===== src/rtl/fetch_ctrl.sv =====
// Instruction-fetch sequencing controller: owns the PC, drives the imem request
// handshake, and controls the IF/ID latch (write/flush) and the next-PC select.
module fetch_ctrl #(
    parameter logic [31:0] RESET_PC = 32'h0000_0000,
    parameter int unsigned TIMEOUT  = 16
) (
    input  logic        clk,
    input  logic        rst_n,
    input  logic        ex_mem_pc_src,
    input  logic [31:0] ex_mem_npc,
    input  logic        id_ex_mem_read,
    input  logic [4:0]  id_ex_rt,
    input  logic [4:0]  if_id_rs,
    input  logic [4:0]  if_id_rt,
    input  logic        imem_ready,
    output logic        imem_req,
    output logic [31:0] pc,
    output logic [31:0] npc,
    output logic        pc_sel,
    output logic        if_id_write,
    output logic        if_id_flush,
    output logic [15:0] stall_cycles,
    output logic        misalign_err,
    output logic        fetch_timeout
);

    typedef enum logic [1:0] {
        IDLE  = 2'd0,
        FETCH = 2'd1,
        STALL = 2'd2
    } state_e;

    localparam logic [8:0] TIMEOUT_W = 9'(TIMEOUT);
    localparam logic [7:0] TIMEOUT_8 = 8'(TIMEOUT);

    state_e      state_q, state_d;
    logic [31:0] pc_q, pc_d;
    logic [15:0] stall_cycles_q, stall_cycles_d;
    logic [7:0]  wait_q, wait_d;
    logic        misalign_q, misalign_d;
    logic        timeout_q, timeout_d;

    logic        load_use;
    logic        redirect;
    logic        wait_hit;
    logic [8:0]  wait_next;
    logic [15:0] stall_bump;

    assign load_use = id_ex_mem_read && (id_ex_rt != 5'd0)
                      && ((id_ex_rt == if_id_rs) || (id_ex_rt == if_id_rt));

    // A branch resolved while we are still in IDLE has nothing to redirect.
    assign redirect = ex_mem_pc_src && (state_q != IDLE);

    assign wait_next  = {1'b0, wait_q} + 9'd1;
    assign wait_hit   = (state_q == FETCH) && !imem_ready && (wait_next >= TIMEOUT_W);
    assign stall_bump = (stall_cycles_q == 16'hFFFF) ? stall_cycles_q : stall_cycles_q + 16'd1;

    assign npc      = pc_q + 32'd4;
    assign imem_req = (state_q == FETCH);

    always_comb begin
        state_d        = state_q;
        pc_d           = pc_q;
        stall_cycles_d = stall_cycles_q;
        wait_d         = wait_q;
        misalign_d     = misalign_q || (redirect && (ex_mem_npc[1:0] != 2'b00));
        timeout_d      = timeout_q || wait_hit;
        pc_sel         = 1'b0;
        if_id_write    = 1'b0;
        if_id_flush    = 1'b0;

        if (redirect) begin
            pc_sel      = 1'b1;
            if_id_flush = 1'b1;
            pc_d        = {ex_mem_npc[31:2], 2'b00};
            state_d     = FETCH;
            wait_d      = 8'd0;
        end else begin
            unique case (state_q)
                IDLE: state_d = FETCH;
                FETCH: begin
                    if (!imem_ready) begin
                        wait_d = wait_hit ? TIMEOUT_8 : wait_next[7:0];
                    end else begin
                        wait_d = 8'd0;
                        if (load_use) begin
                            stall_cycles_d = stall_bump;
                            state_d        = STALL;
                        end else begin
                            if_id_write = 1'b1;
                            pc_d        = npc;
                        end
                    end
                end
                STALL: begin
                    // The memory keeps presenting pc's data, so release needs no ready.
                    if (imem_ready) wait_d = 8'd0;
                    if (load_use) begin
                        stall_cycles_d = stall_bump;
                    end else begin
                        if_id_write = 1'b1;
                        pc_d        = npc;
                        state_d     = FETCH;
                    end
                end
                default: state_d = IDLE;
            endcase
        end
    end

    // NOTE: all state is updated with non-blocking assignments so every flop
    // samples the pre-edge values; reset is asynchronous and clears everything.
    always_ff @(posedge clk or negedge rst_n) begin
        if (!rst_n) begin
            state_q        <= IDLE;
            pc_q           <= RESET_PC;
            stall_cycles_q <= 16'd0;
            wait_q         <= 8'd0;
            misalign_q     <= 1'b0;
            timeout_q      <= 1'b0;
        end else begin
            state_q        <= state_d;
            pc_q           <= pc_d;
            stall_cycles_q <= stall_cycles_d;
            wait_q         <= wait_d;
            misalign_q     <= misalign_d;
            timeout_q      <= timeout_d;
        end
    end

    assign pc            = pc_q;
    assign stall_cycles  = stall_cycles_q;
    assign misalign_err  = misalign_q;
    assign fetch_timeout = timeout_q;

endmodule


===== config.mk =====
export PLATFORM = sky130hd
export DESIGN_NAME = fetch_ctrl
export DESIGN_NICKNAME = d
export VERILOG_FILES = /design/src/rtl/fetch_ctrl.sv
export SDC_FILE = /design/constraint.sdc
export NUM_CORES = 1
export LEC_CHECK = 0
export BUFFER_PORTS_ARGS = -buffer_cell sky130_fd_sc_hd__buf_4
export CAP_MARGIN = 20
export CORE_ASPECT_RATIO = 1.1
export CORE_MARGIN = 4
export CORE_UTILIZATION = 46
export CTS_BUF_LIST = sky130_fd_sc_hd__clkbuf_16
export DETAILED_ROUTE_END_ITERATION = 6
export PLACE_DENSITY = 0.77
export SLEW_MARGIN = 20
export SYNTH_ARGS = -nofsm -noshare
export SYNTH_HDL_FRONTEND = slang
export SYNTH_SLANG_ARGS = --single-unit

===== constraint.sdc =====
create_clock -name clk -period 2.4 [get_ports clk]
set_clock_uncertainty 0.15 [all_clocks]
set_input_delay 0.12 -clock clk [delete_from_list [all_inputs] [get_ports clk]]
set_output_delay 0.12 -clock clk [all_outputs]
set_load 0.05 [all_outputs]

After elaboration in Yosys (flattened, before gate mapping) --
Cells that the tools add are included.
Word-level totals: output and inout bits 86, input bits 52, bits in registers 60
Operators by class: bitwise logic cells 1, reductions and logical operators 20, muxes and demuxes 23, magnitude comparators 1, eq/ne operators 10, add/sub/neg operators 3
Operators with widths (count):
- $mux 32 | 3
- $pmux 32 s2 | 1
- $mux 16 | 3
- $add 32x3->32 const B | 1
- $mux 8 | 4
- $pmux 16 s2 | 1
- $add 16x1->16 const B | 1
- $eq 16x16->1 const B | 1
- $pmux 8 s2 | 1
- $eq 5x5->1 | 2
- $add 8x1->9 const B | 1
- $ge 9x5->1 const B | 1
- $mux 2 | 4
- $logic_and 1x1->1 | 6
- $ne 3x3->1 const B | 2
- $pmux 2 s3 | 1
- $reduce_and 3->1 | 2
- $reduce_bool 2->1 | 3
- $reduce_bool 5->1 | 1
- $mux 1 | 4
- $reduce_and 2->1 | 2
- $logic_or 1x1->1 | 3
- $ne 3x1->1 const B | 1
- $ne 3x2->1 const B | 1
- 8 further kinds | 8

Longest topological paths before layout --
Gate-level depths: netlist of the first run.
word-level depth 7, depth in mapped cells 10, mapped depth without buffers 8

Worst setup path before layout of the first run --
Ideal clock, no wire load.
path type reg2out, start register pc_q[8], in the netlist pc[8], end output npc[31], cell stages (with the launch flop) 7, slack -0.597 ns, data required time 2.130 ns, arrival 2.727 ns, path buffers 1, cells stage by stage dfrtp_1 clkbuf_2 and3_1 nand3_1 nor4_2 nand4_1 xnor2_1
Between the ends: longest elaborated chain between the ends 1
RTL lines:
- start, declared | line 37 | logic [31:0] pc_q, pc_d;
- start signal, assigned | line 124 | pc_q <= pc_d;
- $add 32x3->32 | line 59 | assign npc = pc_q + 32'd4;
- end, declared | line 18 | output logic [31:0] npc,
Every way passes these cells.

Final worst setup path of the first run --
start register wait_q[1], end register wait_q[2]
Between the ends: longest elaborated chain between the ends 7
RTL lines:
- start, declared | line 39 | logic [7:0] wait_q, wait_d;
- start signal, assigned | line 126 | wait_q <= wait_d;
- $add 8x1->9 (*) | line 55 | assign wait_next = {1'b0, wait_q} + 9'd1;
- $ge 9x5->1 | line 56 | assign wait_hit = (state_q == FETCH) && !imem_ready && (wait_next >= TIMEOUT_W);
- $logic_and 1x1->1 | line 56
- $mux 8 (*) | line 84 | wait_d = wait_hit ? TIMEOUT_8 : wait_next[7:0];
- $mux 8 (*) | line 83 | if (!imem_ready) begin
- $pmux 8 s2 (*) | line 80 | unique case (state_q)
- $mux 8 (*) | line 73 | if (redirect) begin
Every way passes the cells marked *; elsewhere a longest branch is shown, timed or not. A chain may end at the register's enable or synchronous reset.

==> results.md, run 1 <==
* Tot Pwr at roughly 8.3 mW
* Mapped Area at between 3000 and 4000 um2
* Actual slew at the worst max-slew pin at about 0.74 ns
* Fin crit share at ~99%
* Pwr per Cell Area at 1265 nW/um2
* Nets at 724
* Clock-pin slew on the worst setup and hold paths at around 0.050 ns
* Startpoint types: flip-flop
* IO Port Bufs at 133
* Slew HR at between 50% and 60%
* Dpl hpwl at about 9000 um
* Share of power burned in registers at slightly below 20%
* Worst vdd ir at ~0.0014 V
* RSZ-0062 raised after global routing: yes
* Seq/Total Area, Yosys at 36.90%
* Switch share at 52.18%
* Routed Wire Length at roughly 13,000 um
* Synth unique cells at 74
* Routed len/inst at about 17 um
* Status: complete, no violations
* Switch Pwr at about 4.3 mW
* CP required at ~2.5 ns
* Clock share of power at between 10% and 20%
* Vias in the first global route at 4,324
* Antenna-violating nets left at 0
* #FFs+latches synth at a little under 60
* Cell Int Power at around 4 mW
* Worst setup EP type: flip-flop
* YS warnings at 0
* Max FO, Critical Path at 5
* Antenna cells at 0
* Skew-Pair Late Insertion Delay at ~0.33 ns
* Grt ovf at 0
* Ratio of cells with drive above 1 in the final layout at approximately 49%
* Pins Over Slew Limit at 0
* Crit path DAT at around 2.5 ns
* 1st-iter DRT viols at approximately 250
* Largest buffer count on any clock path at 2
* Initial antenna violation count at 0
* EDFF count, synth at 0
* CTS tree: yes
* Area of the die at roughly 10,000 um2
* Comb power frac at around two thirds
* Final design utilization at roughly 79%
* Post-route DRC at 0
* Total leakage power at 2.954 nW
* Most instantiated cells after synthesis: dfrtp_1, nand2_1, xnor2_1
* Largest net degree at the start of global routing at between 50 and 60
* Number of vias per cell at 5.670
* DP Area at between 5000 and 6000 um2
* Core area at 8364 um2
* Die width at approximately 96 um
* Crit Path Class: flip-flop to flip-flop
* Min Hold Slack at ~0.019 ns
* Ports at 138
* Number of max-cap violations at 0
* # setup viols final at 0
* FP Rows at 35
* CTS Sinks at between 50 and 60
* Top post-synthesis cells by area: dfrtp_1, xnor2_1, xor2_1
* Hold Vio Cnt, Final at 0
* Starting Density at 47.03%
* Min Clock Period, post-route at about 2.4 ns
* Cell with the most instances after synthesis: dfrtp_1
* Fmax at approximately 420 MHz
* Via count at roughly 4,400
* Hold WC Path Type: primary input to flip-flop
* GRT Util Overall at 25.39%
* CTS HTree Levels at 3
* Synth area leader: dfrtp_1
* Primary FF master, synth: dfrtp_1
* Num CTS Buffers at 9
* Syn avg cell area at around 9 um2
* Chip height at ~100 um
* GPL Wtd Cong at 0.9766
* Worst R2R Setup Slack at 0.01 ns
* Async S/R FF share, synth at between 90% and 100%
* Design area at about 6600 um2
* DRT Pass-1 Iters at 5
* Syn Inst Count at about 440
* Synth top area share at between 30 and 40%
* Clock root cell: clkbuf_16
* Area Overhead vs Synth at 67.40%
* Global-route wire length before repair at just over 20,000 um
-- layout make-up --
class                   count  area (um2)
clock buffers               9       225.2
clock inverters             7       53.80
fillers                   543        1779
inverters                   8       30.03
multi-input cells         345        2709
flip-flops and latches     58        1481
well taps                 111       138.9
repair buffers            243        1947
-- path summary, 6_finish.rpt --
check / cells past startpoint / end / startpoint
max in group asynchronous: 2 / pc[4] / rst_n
setup reg to reg: 7 / wait_q[2] / wait_q[1]
hold reg to reg: 1 / fetch_timeout / fetch_timeout
hold / removal: 4 / pc[31] / ex_mem_npc[31]
min in group asynchronous: 2 / stall_cycles[8] / rst_n
setup / recovery: 7 / wait_q[2] / wait_q[1]
-- critical path, cell delays in order, from the launching register on --
cell and delay, ns:
dfrtp_1 0.42, ha_1 0.24, and3_1 0.24, mux2i_1 0.14, o41a_1 0.40, buf_4 0.16, or3_1 0.36, a31oi_1 0.19
-- logic make-up (layout without fill, tap and decap cells) --
family	after synthesis	count (layout)	share of synthesized area, %
DFF	58	58	36.90
buffers and inverters	39	267	4.866
other	1	4	0.09533
AOI/OAI and AO/OA	97	97	17.69
muxes	8	8	2.067
xor gates and xnor gates	54	54	12.02
and+or+nand+nor	175	175	24.14
adders and majority gates	7	7	2.226
-- stage by stage --
step | setup TNS [ns] | cells | worst slack, ns
floorplan | -0.3814 | 442 | -0.1799
global placement | 0 | 704 | 0.05098
detailed placement | -0.02246 | 704 | -0.02246
CTS | -0.01350 | 754 | -0.01350
global route | -0.1112 | 781 | -0.02619
finish | 0 | 781 | 0.01343
-- layer usage --
layer | track usage, % | up-vias | share of wire, % | routed length (um)
met5 | 0 | - | 0 | 0
met4 | 11.48 | 0 | 2.6 | 341
met3 | 4.896 | 33 | 7.3 | 963
met2 | 42.23 | 215 | 52 | 6949
met1 | 31.14 | 2130 | 38 | 5027
li1 | - | 2050 | - | -
-- what timing repair did --
action                                 in CTS  in global routing
endpoints found under the hold margin      84                  0
resized for setup                           8                 17
setup endpoints to repair                  16                 38
pin swaps                                   5                 12
buffers inserted                            6                 26
hold buffers                               28                  0
gates cloned                                0                  1
-- flip-flops by register name, summed over array words and instances, names as in the netlist --
name,flops
pc,30
fetch_timeout,1
wait_q,8
stall_cycles,16
state_q,2
misalign_err,1
-- cells in the final DEF, fill, tap and decap left out, types with 10 or more instances in the layout --
cell type and count:
o21ai_0 22, nand4_1 14, buf_4 208, xnor2_1 19, nor3_1 17, dfrtp_1 34
dfrtp_2 24, a21oi_1 21, clkbuf_16 10, nand3_1 20, xnor2_2 10, nor2_1 26
dlygate4sd3_1 28, xor2_1 13, nand2_1 39
-- power by group through the flow --
stage                     clock, mW  sequential (mW)  combinational [mW]
after global placement            0             1.70                4.89
after floorplan                   0             2.55                2.57
final                          1.20             1.62                5.51
after CTS                      1.22             1.66                5.14
after detailed placement          0             1.71                4.96
after global routing           1.26             1.66                5.77
Note: power is estimated with default switching activity, not from simulation.
==> run 2, diff against run 1 <==
--- a/config.mk
+++ b/config.mk
@@ -5,10 +5,9 @@
 export SDC_FILE = /design/constraint.sdc
 export NUM_CORES = 1
 export LEC_CHECK = 0
+export ABC_CLOCK_PERIOD_IN_PS = 2400
 export BUFFER_PORTS_ARGS = -buffer_cell sky130_fd_sc_hd__buf_4
 export CAP_MARGIN = 20
-export CORE_ASPECT_RATIO = 1.1
-export CORE_MARGIN = 4
 export CORE_UTILIZATION = 46
 export CTS_BUF_LIST = sky130_fd_sc_hd__clkbuf_16
 export DETAILED_ROUTE_END_ITERATION = 6
==> run 2 against run 1 <==
Sequential power up 5%. Design area hardly changed. Register-to-register slack improved by 0.07 ns. Sequential share of layout area is 0.080 points higher. Critical endpoint is now npc[18].
==> results.md, run 2 (synthesis gave the netlist of run 1 again) <==
* Hold path start: ex_mem_npc[25]
* Post-route DRC at 0 (unchanged)
* GPL Wtd Cong at 0.9213 (-5.7%)
* DP Area at 5564 um2 (-1.7%)
* Startpoint types: flip-flop
* Worst Hold Path EP: pc[25]
* Routed len/inst at 17.78 um (+4.6%)
* Largest buffer count on any clock path at 2 (unchanged)
* Initial antenna violation count at 0 (unchanged)
* Fin crit share at 98.74% (-0.70 points)
* Min Clock Period, post-route at 2.370 ns (-0.01669 ns)
* Routed Wire Length at 13,520 um (+1.8%)
* IO Port Bufs at 133 (unchanged)
* Grt ovf at 0 (unchanged)
* Status: complete, no violations
* Worst Setup SP: pc[5]
* Pwr per Cell Area at 1309 nW/um2 (+3.5%)
* Most frequent cells in the layout: buf_4, nand2_1, dfrtp_1
* Area of the die at 8926 um2 (-12%)
* Number of vias per cell at 5.825 (+2.7%)
* Worst r2r dst: wait_q[6]
* Clock-pin slew on the worst setup and hold paths at 0.05 ns (about the same)
* Largest net degree at the start of global routing at 59 (unchanged)
* Global-route wire length before repair at 20,810 um (+2.8%)
* Starting Density at 47.64% (+0.61 points)
* Pins Over Slew Limit at 0 (unchanged)
* Clock share of power at 17.1% (+2.7 points)
* Total leakage power at 2.932 nW (-0.74%)
* # setup viols final at 0 (unchanged)
* Hold Crit Depth at 4 (unchanged)
* Design area at 6584 um2 (about the same)
* Max reg flops at 30 (unchanged)
* Switch share at 50.73% (-1.4 points)
* Hold Vio Cnt, Final at 0 (unchanged)
* Ports at 138 (unchanged)
* Dpl hpwl at 8830 um (-2.2%)
* Skew-Pair Late Insertion Delay at 0.33 ns (about the same)
* 1st-iter DRT viols at 260 (+3.2%)
* Ratio of cells with drive above 1 in the final layout at 48.09% (-0.42 points)
* Switch Pwr at 4.372 mW (+0.63%)
* Crit path DAT at 2.10 ns (-0.38 ns)
* Clock root cell: clkbuf_16
* Final design utilization at 79.73% (+1.0 points)
* DRT Pass-1 Iters at 5 (unchanged)
* Tot Pwr at 8.619 mW (+3.5%)
* Commonest non-fill, non-tap cell in the layout: buf_4
* Via count at 4,427 (-0.023%)
* CTS HTree Levels at 3 (unchanged)
* Max FO, Critical Path at 6 (+1)
* FP Rows at 33 (-5.7%)
* R2R depth at 7 (unchanged)
* Slew HR at 49.79% (-1.0 points)
* Core area at 8258 um2 (-1.3%)
* R2r startpoint: wait_q[1]
* Worst R2R Setup Slack at 0.08 ns (+0.07 ns)
* CTS Sinks at 58 (unchanged)
* Worst setup EP type: output port
* Hold WC Path Type: primary input to flip-flop
* Share of power burned in registers at 19.7% (+0.3 points)
* Comb power frac at 63.2% (-2.9 points)
* CTS tree: yes
* Nets at 709 (-2.1%)
* Fmax at 422.0 MHz (+0.70%)
* Area Overhead vs Synth at 67.37% (about the same)
* Worst vdd ir at 0.001438 V (+2.0%)
* Chip height at 94.48 um (-10%)
* Die width at 94.48 um (-1.8%)
* Crit Path Class: flip-flop to output port
* Cell Int Power at 4.246 mW (+6.6%)
* GRT Util Overall at 30.05% (+4.7 points)
* Antenna cells at 0 (unchanged)
* CP required at 2.13 ns (-0.36 ns)
* Antenna-violating nets left at 0 (unchanged)
* Num CTS Buffers at 9 (unchanged)
* Number of max-cap violations at 0 (unchanged)
* Vias in the first global route at 4,271 (-1.2%)
* Actual slew at the worst max-slew pin at 0.7531 ns (+0.01507 ns)
* RSZ-0062 raised after global routing: yes
==> run 2: cell types whose count changed in the layout (fill, tap and decap cells not counted), sizes merged <==
| cell | before | now |
|---|---|---|
| clkinvlp | 3 | 1 |
| bufinv | 0 | 3 |
| clkinv | 2 | 1 |
| dlygate4sd3 | 28 | 27 |
| buf | 214 | 200 |
==> run 2: metrics by stage <==
step / worst slack (ns) / TNS [ns] / cells / hold WS [ns]
finish: 0.03012 / 0 / 760 / 0.005744
global route: -0.07517 / -0.3101 / 760 / 0.02427
CTS: -0.006297 / -0.007663 / 741 / 0.0002680
detailed placement: -0.03154 / -0.03775 / 683 / 0.08972
global placement: -0.02134 / -0.02987 / 683 / 0.08378
floorplan: -0.1799 / -0.3814 / 442 / -0.3256
==> run 2: cell type report <==
cell class / count / area, um2
inverters: 8 / 30.03
well taps: 105 / 131.4
repair buffers: 228 / 1872
flip-flops and latches: 58 / 1486
fillers: 514 / 1674
clock inverters: 7 / 110.1
clock buffers: 9 / 225.2
multi-input cells: 345 / 2729
==> run 2: worst max-delay path by stage <==
stage,endpoint,slack (ns),cells past startpoint
after floorplan,npc[31],-0.18,6
after global placement,pc[21],-0.02,8
after detailed placement,pc[21],-0.03,8
after CTS,npc[31],-0.006,6
after global routing,npc[18],-0.08,8
final,npc[18],0.03,8
==> run 2: what timing repair did <==
item / CTS / global route
pin swaps: 5 / 10
setup endpoints to repair: 17 / 49
gates resized for setup: 10 / 30
hold buffers: 27 / 0
gates cloned: 0 / 1
buffers inserted: 15 / 18
hold endpoints to repair: 83 / 0
==> run 2: critical path, cell delays in order, from the launching register on <==
cell     delay, ns
dfrtp_2       0.41
and4_1        0.23
buf_4         0.14
and2_1        0.17
buf_4         0.16
nand2_1       0.10
nor2_2        0.20
xor2_4        0.15
buf_4         0.20
==> run 2: per-layer routing <==
| layer | global-route usage, % | wire, um | share of wire [%] |
|---|---|---|---|
| met1 | 35.54 | 5064 | 37 |
| met2 | 52.29 | 7095 | 52 |
| met3 | 5.958 | 968 | 7.2 |
| met4 | 14.02 | 388 | 2.9 |
| met5 | 0 | 0 | 0 |
==> run 2: power groups by stage <==
stage                     sequential [mW]  combinational (mW)  clock, mW
final                                1.70                5.45       1.47
after CTS                            1.74                5.03       1.48
after detailed placement             1.79                4.82          0
after global routing                 1.73                5.69       1.53
after global placement               1.78                4.76          0
after floorplan                      2.55                2.57          0
==> run 3, diff against run 2 <==
==> constraint.sdc (replaced) <==
create_clock -name clk -period 2.4 [get_ports clk]
set_clock_uncertainty 0.15 [all_clocks]
set_input_delay 0.24 -clock clk [delete_from_list [all_inputs] [get_ports clk]]
set_output_delay 0.24 -clock clk [all_outputs]
set_load 0.05 [all_outputs]
==> run 3 against run 2 <==
Clock power is 24% lower. The flow now finishes with violations (negative setup slack). Routed wire length is 0.47% lower. Register-to-register slack worse by 0.09 ns. Sequential power is 6% lower. Global-route usage is 0.77 points lower. Combinational power is 4.2% higher. Hold slack better by 0.017 ns. Largest cell class unchanged. Sequential cell count stayed put. Critical path depth is 1 lower. Non-clock buffer count is 6 lower. Final cell count is 0.79% lower.
==> results.md, run 3 (synthesis gave the netlist of run 1 again) <==
* WL met1 at 5147 um (+1.6%)
* CTS tree: yes
* Worst setup EP type: output port
* Met2 Wirelength at 7037 um (-0.82%)
* Non-filler instance count after layout at 754 (-0.79%)
* Largest buffer count on any clock path at 2 (unchanged)
* Max Used Layer: met4
* Slew HR at 48.21% (-1.6 points)
* Core area at 8258 um2 (unchanged)
* Min Clock Period, post-route at 2.475 ns (+0.1056 ns)
* Starting Density at 47.64% (unchanged)
* Global-route wire length before repair at 19,950 um (-4.1%)
* Max reg flops at 30 (unchanged)
* Worst Hold Path EP: pc[21]
* CTS Sinks at 58 (unchanged)
* Status: finished, violations left
* Nets at 703 (-0.85%)
* Cell Int Power at 4.043 mW (-4.8%)
* Ports at 138 (unchanged)
* GRT Util Overall at 29.29% (-0.77 points)
* CP required at 2.01 ns (-0.12 ns)
* Fmax at 404.0 MHz (-4.3%)
* IO Port Bufs at 133 (unchanged)
* Pwr per Cell Area at 1286 nW/um2 (-1.8%)
* Comb power frac at 67.7% (+4.5 points)
* R2r startpoint: state_q[1]
* # setup viols final at 8 (+8)
* Clock-pin slew on the worst setup and hold paths at 0.05 ns (about the same)
* Slowest stage delay, CP at 0.38 ns (-0.03 ns)
* Worst r2r dst: stall_cycles[1]
* Total leakage power at 2.938 nW (+0.20%)
* Setup tns final at -0.3496 ns (-0.3496 ns)
* Most frequent cells in the layout: buf_4, nand2_1, dfrtp_1
* Worst R2R Setup Slack at -0.01 ns (-0.09 ns)
* Crit path DAT at 2.09 ns (about the same)
* Dpl hpwl at 8901 um (+0.80%)
* 1st-iter DRT viols at 291 (+12%)
* CP dominant cell by count: buf_6
* Clock share of power at 13.3% (-3.8 points)
* Die width at 94.48 um (unchanged)
* Hold path start: ex_mem_npc[21]
* Share of power burned in registers at 19.0% (-0.7 points)
* Post-route DRC at 0 (unchanged)
* CTS HTree Levels at 3 (unchanged)
* Grt ovf at 0 (unchanged)
* Skew-Pair Late Insertion Delay at 0.33 ns (about the same)
* Clock root cell: clkbuf_16
* RSZ-0062 raised after global routing: yes
* Switch Pwr at 4.354 mW (-0.43%)
* R2R depth at 10 (+3)
* Actual slew at the worst max-slew pin at 0.7768 ns (+0.02367 ns)
* Chip height at 94.48 um (unchanged)
* Antenna-violating nets left at 0 (unchanged)
* Commonest non-fill, non-tap cell in the layout: buf_4
* FP Rows at 33 (unchanged)
* Final WS setup at -0.07545 ns (-0.1056 ns)
* Initial antenna violation count at 0 (unchanged)
* Area of the die at 8926 um2 (unchanged)
* Routed len/inst at 17.84 um (+0.33%)
* Number of vias per cell at 5.816 (-0.16%)
* Worst-path cell chain: nand4_1 -> nor4_4 -> buf_6 -> nand3_4 -> nor2_4 -> xor2_4 -> buf_6
* Largest net degree at the start of global routing at 59 (unchanged)
* Number of max-cap violations at 0 (unchanged)
* Critical path buffers and inverters at 2 (-1)
* Via count at 4,385 (-0.95%)
* Pins Over Slew Limit at 0 (unchanged)
* Worst Setup SP: pc[11]
* Slowest CP cell: dfrtp_2
* Routed Wire Length at 13,450 um (-0.47%)
* Detail Route met3 WL at 987 um (+2.0%)
* Multi-input combinational cell area at 2816 um2 (+3.2%)
* Filler cells at 523 (+1.8%)
* DRT Pass-1 Iters at 5 (unchanged)
* Crit path max-delay family: simple AND/OR/NAND/NOR gates
* Placed insts at 700 (+2.5%)
* Hold Vio Cnt, Final at 0 (unchanged)
* Ratio of cells with drive above 1 in the final layout at 51.93% (+3.8 points)
* Num CTS Buffers at 9 (unchanged)
* Max FO, Critical Path at 5 (-1)
* FF+latch area at 1484 um2 (-0.17%)
* Startpoint types: flip-flop
* Failing checks: negative setup slack
* Antenna cells at 0 (unchanged)
* Hold WC Path Type: primary input to flip-flop
* Crit Path Class: flip-flop to output port
* Area Overhead vs Synth at 66.03%
* Worst vdd ir at 0.0005984 V (-58%)
* Dpl ws at -0.02645 ns (+0.005082 ns)
* Switch share at 51.85% (+1.1 points)
* Vias in the first global route at 3,962 (-7.2%)
* Fin crit share at 103.1% (+4.4 points)
* Hold Crit Depth at 3 (-1)
* GPL Wtd Cong at 0.9096 (-1.3%)
-- run 3: worst max-delay path by stage --
stage | endpoint | slack [ns] | depth (start not counted)
5_1_grt | npc[28] | -0.14 | 7
4_1_cts | npc[28] | -0.05 | 8
3_3_place_gp | wait_q[6] | 0.07 | 8
3_5_place_dp | wait_q[6] | -0.03 | 8
6_report | npc[28] | -0.08 | 7
2_1_floorplan | npc[31] | -0.29 | 5
-- run 3: repair_timing --
action,CTS,global route
endpoints found under the hold margin,58,0
buffers inserted,19,17
gates resized for setup,28,28
hold buffers,1,0
pin swaps,14,15
endpoints found under the setup margin,24,40
cloned,0,1
-- run 3: area by class of cell --
type / instances / share of cell area [%]
multi-input cells: 345 / 43.12
repair buffers: 222 / 27.78
flip-flops and latches: 58 / 22.72
clock buffers: 9 / 3.448
well taps: 105 / 2.011
clock inverters: 7 / 0.4598
inverters: 8 / 0.4598
-- run 3: layer usage --
metal,global-route usage (%),up-vias
li1,-,2003
met1,36.41,2097
met2,51.51,249
met3,5.153,36
met4,9.343,0
met5,0,-
-- run 3: worst reg2reg max path, stage by stage (launching register included) --
cell and delay (ns):
dfrtp_1 0.38, inv_2 0.10, ha_4 0.14, or2b_2 0.12, buf_6 0.12, nand2_1 0.10
or2_4 0.26, a2111oi_4 0.27, buf_4 0.20, buf_12 0.12, mux2_2 0.32
-- run 3: metrics by stage --
stage	area [um2]	total power [mW]	utilization, %	hold WS (ns)
floorplan	4408	5.177	-	-0.2056
global placement	5758	6.708	69.73	0.2032
detailed placement	5758	6.787	69.73	0.2069
CTS	6284	8.115	76.09	0.007340
global route	6531	8.762	79.09	0.04346
finish	6531	8.397	79.09	0.02289
-- run 3: power groups by stage --
stage               clock, mW  combinational, mW  sequential, mW
floorplan                   0               2.61            2.57
global placement            0               5.08            1.63
detailed placement          0               5.15            1.64
CTS                      1.13               5.41            1.57
global route             1.19               5.96            1.62
finish                   1.12               5.68            1.60
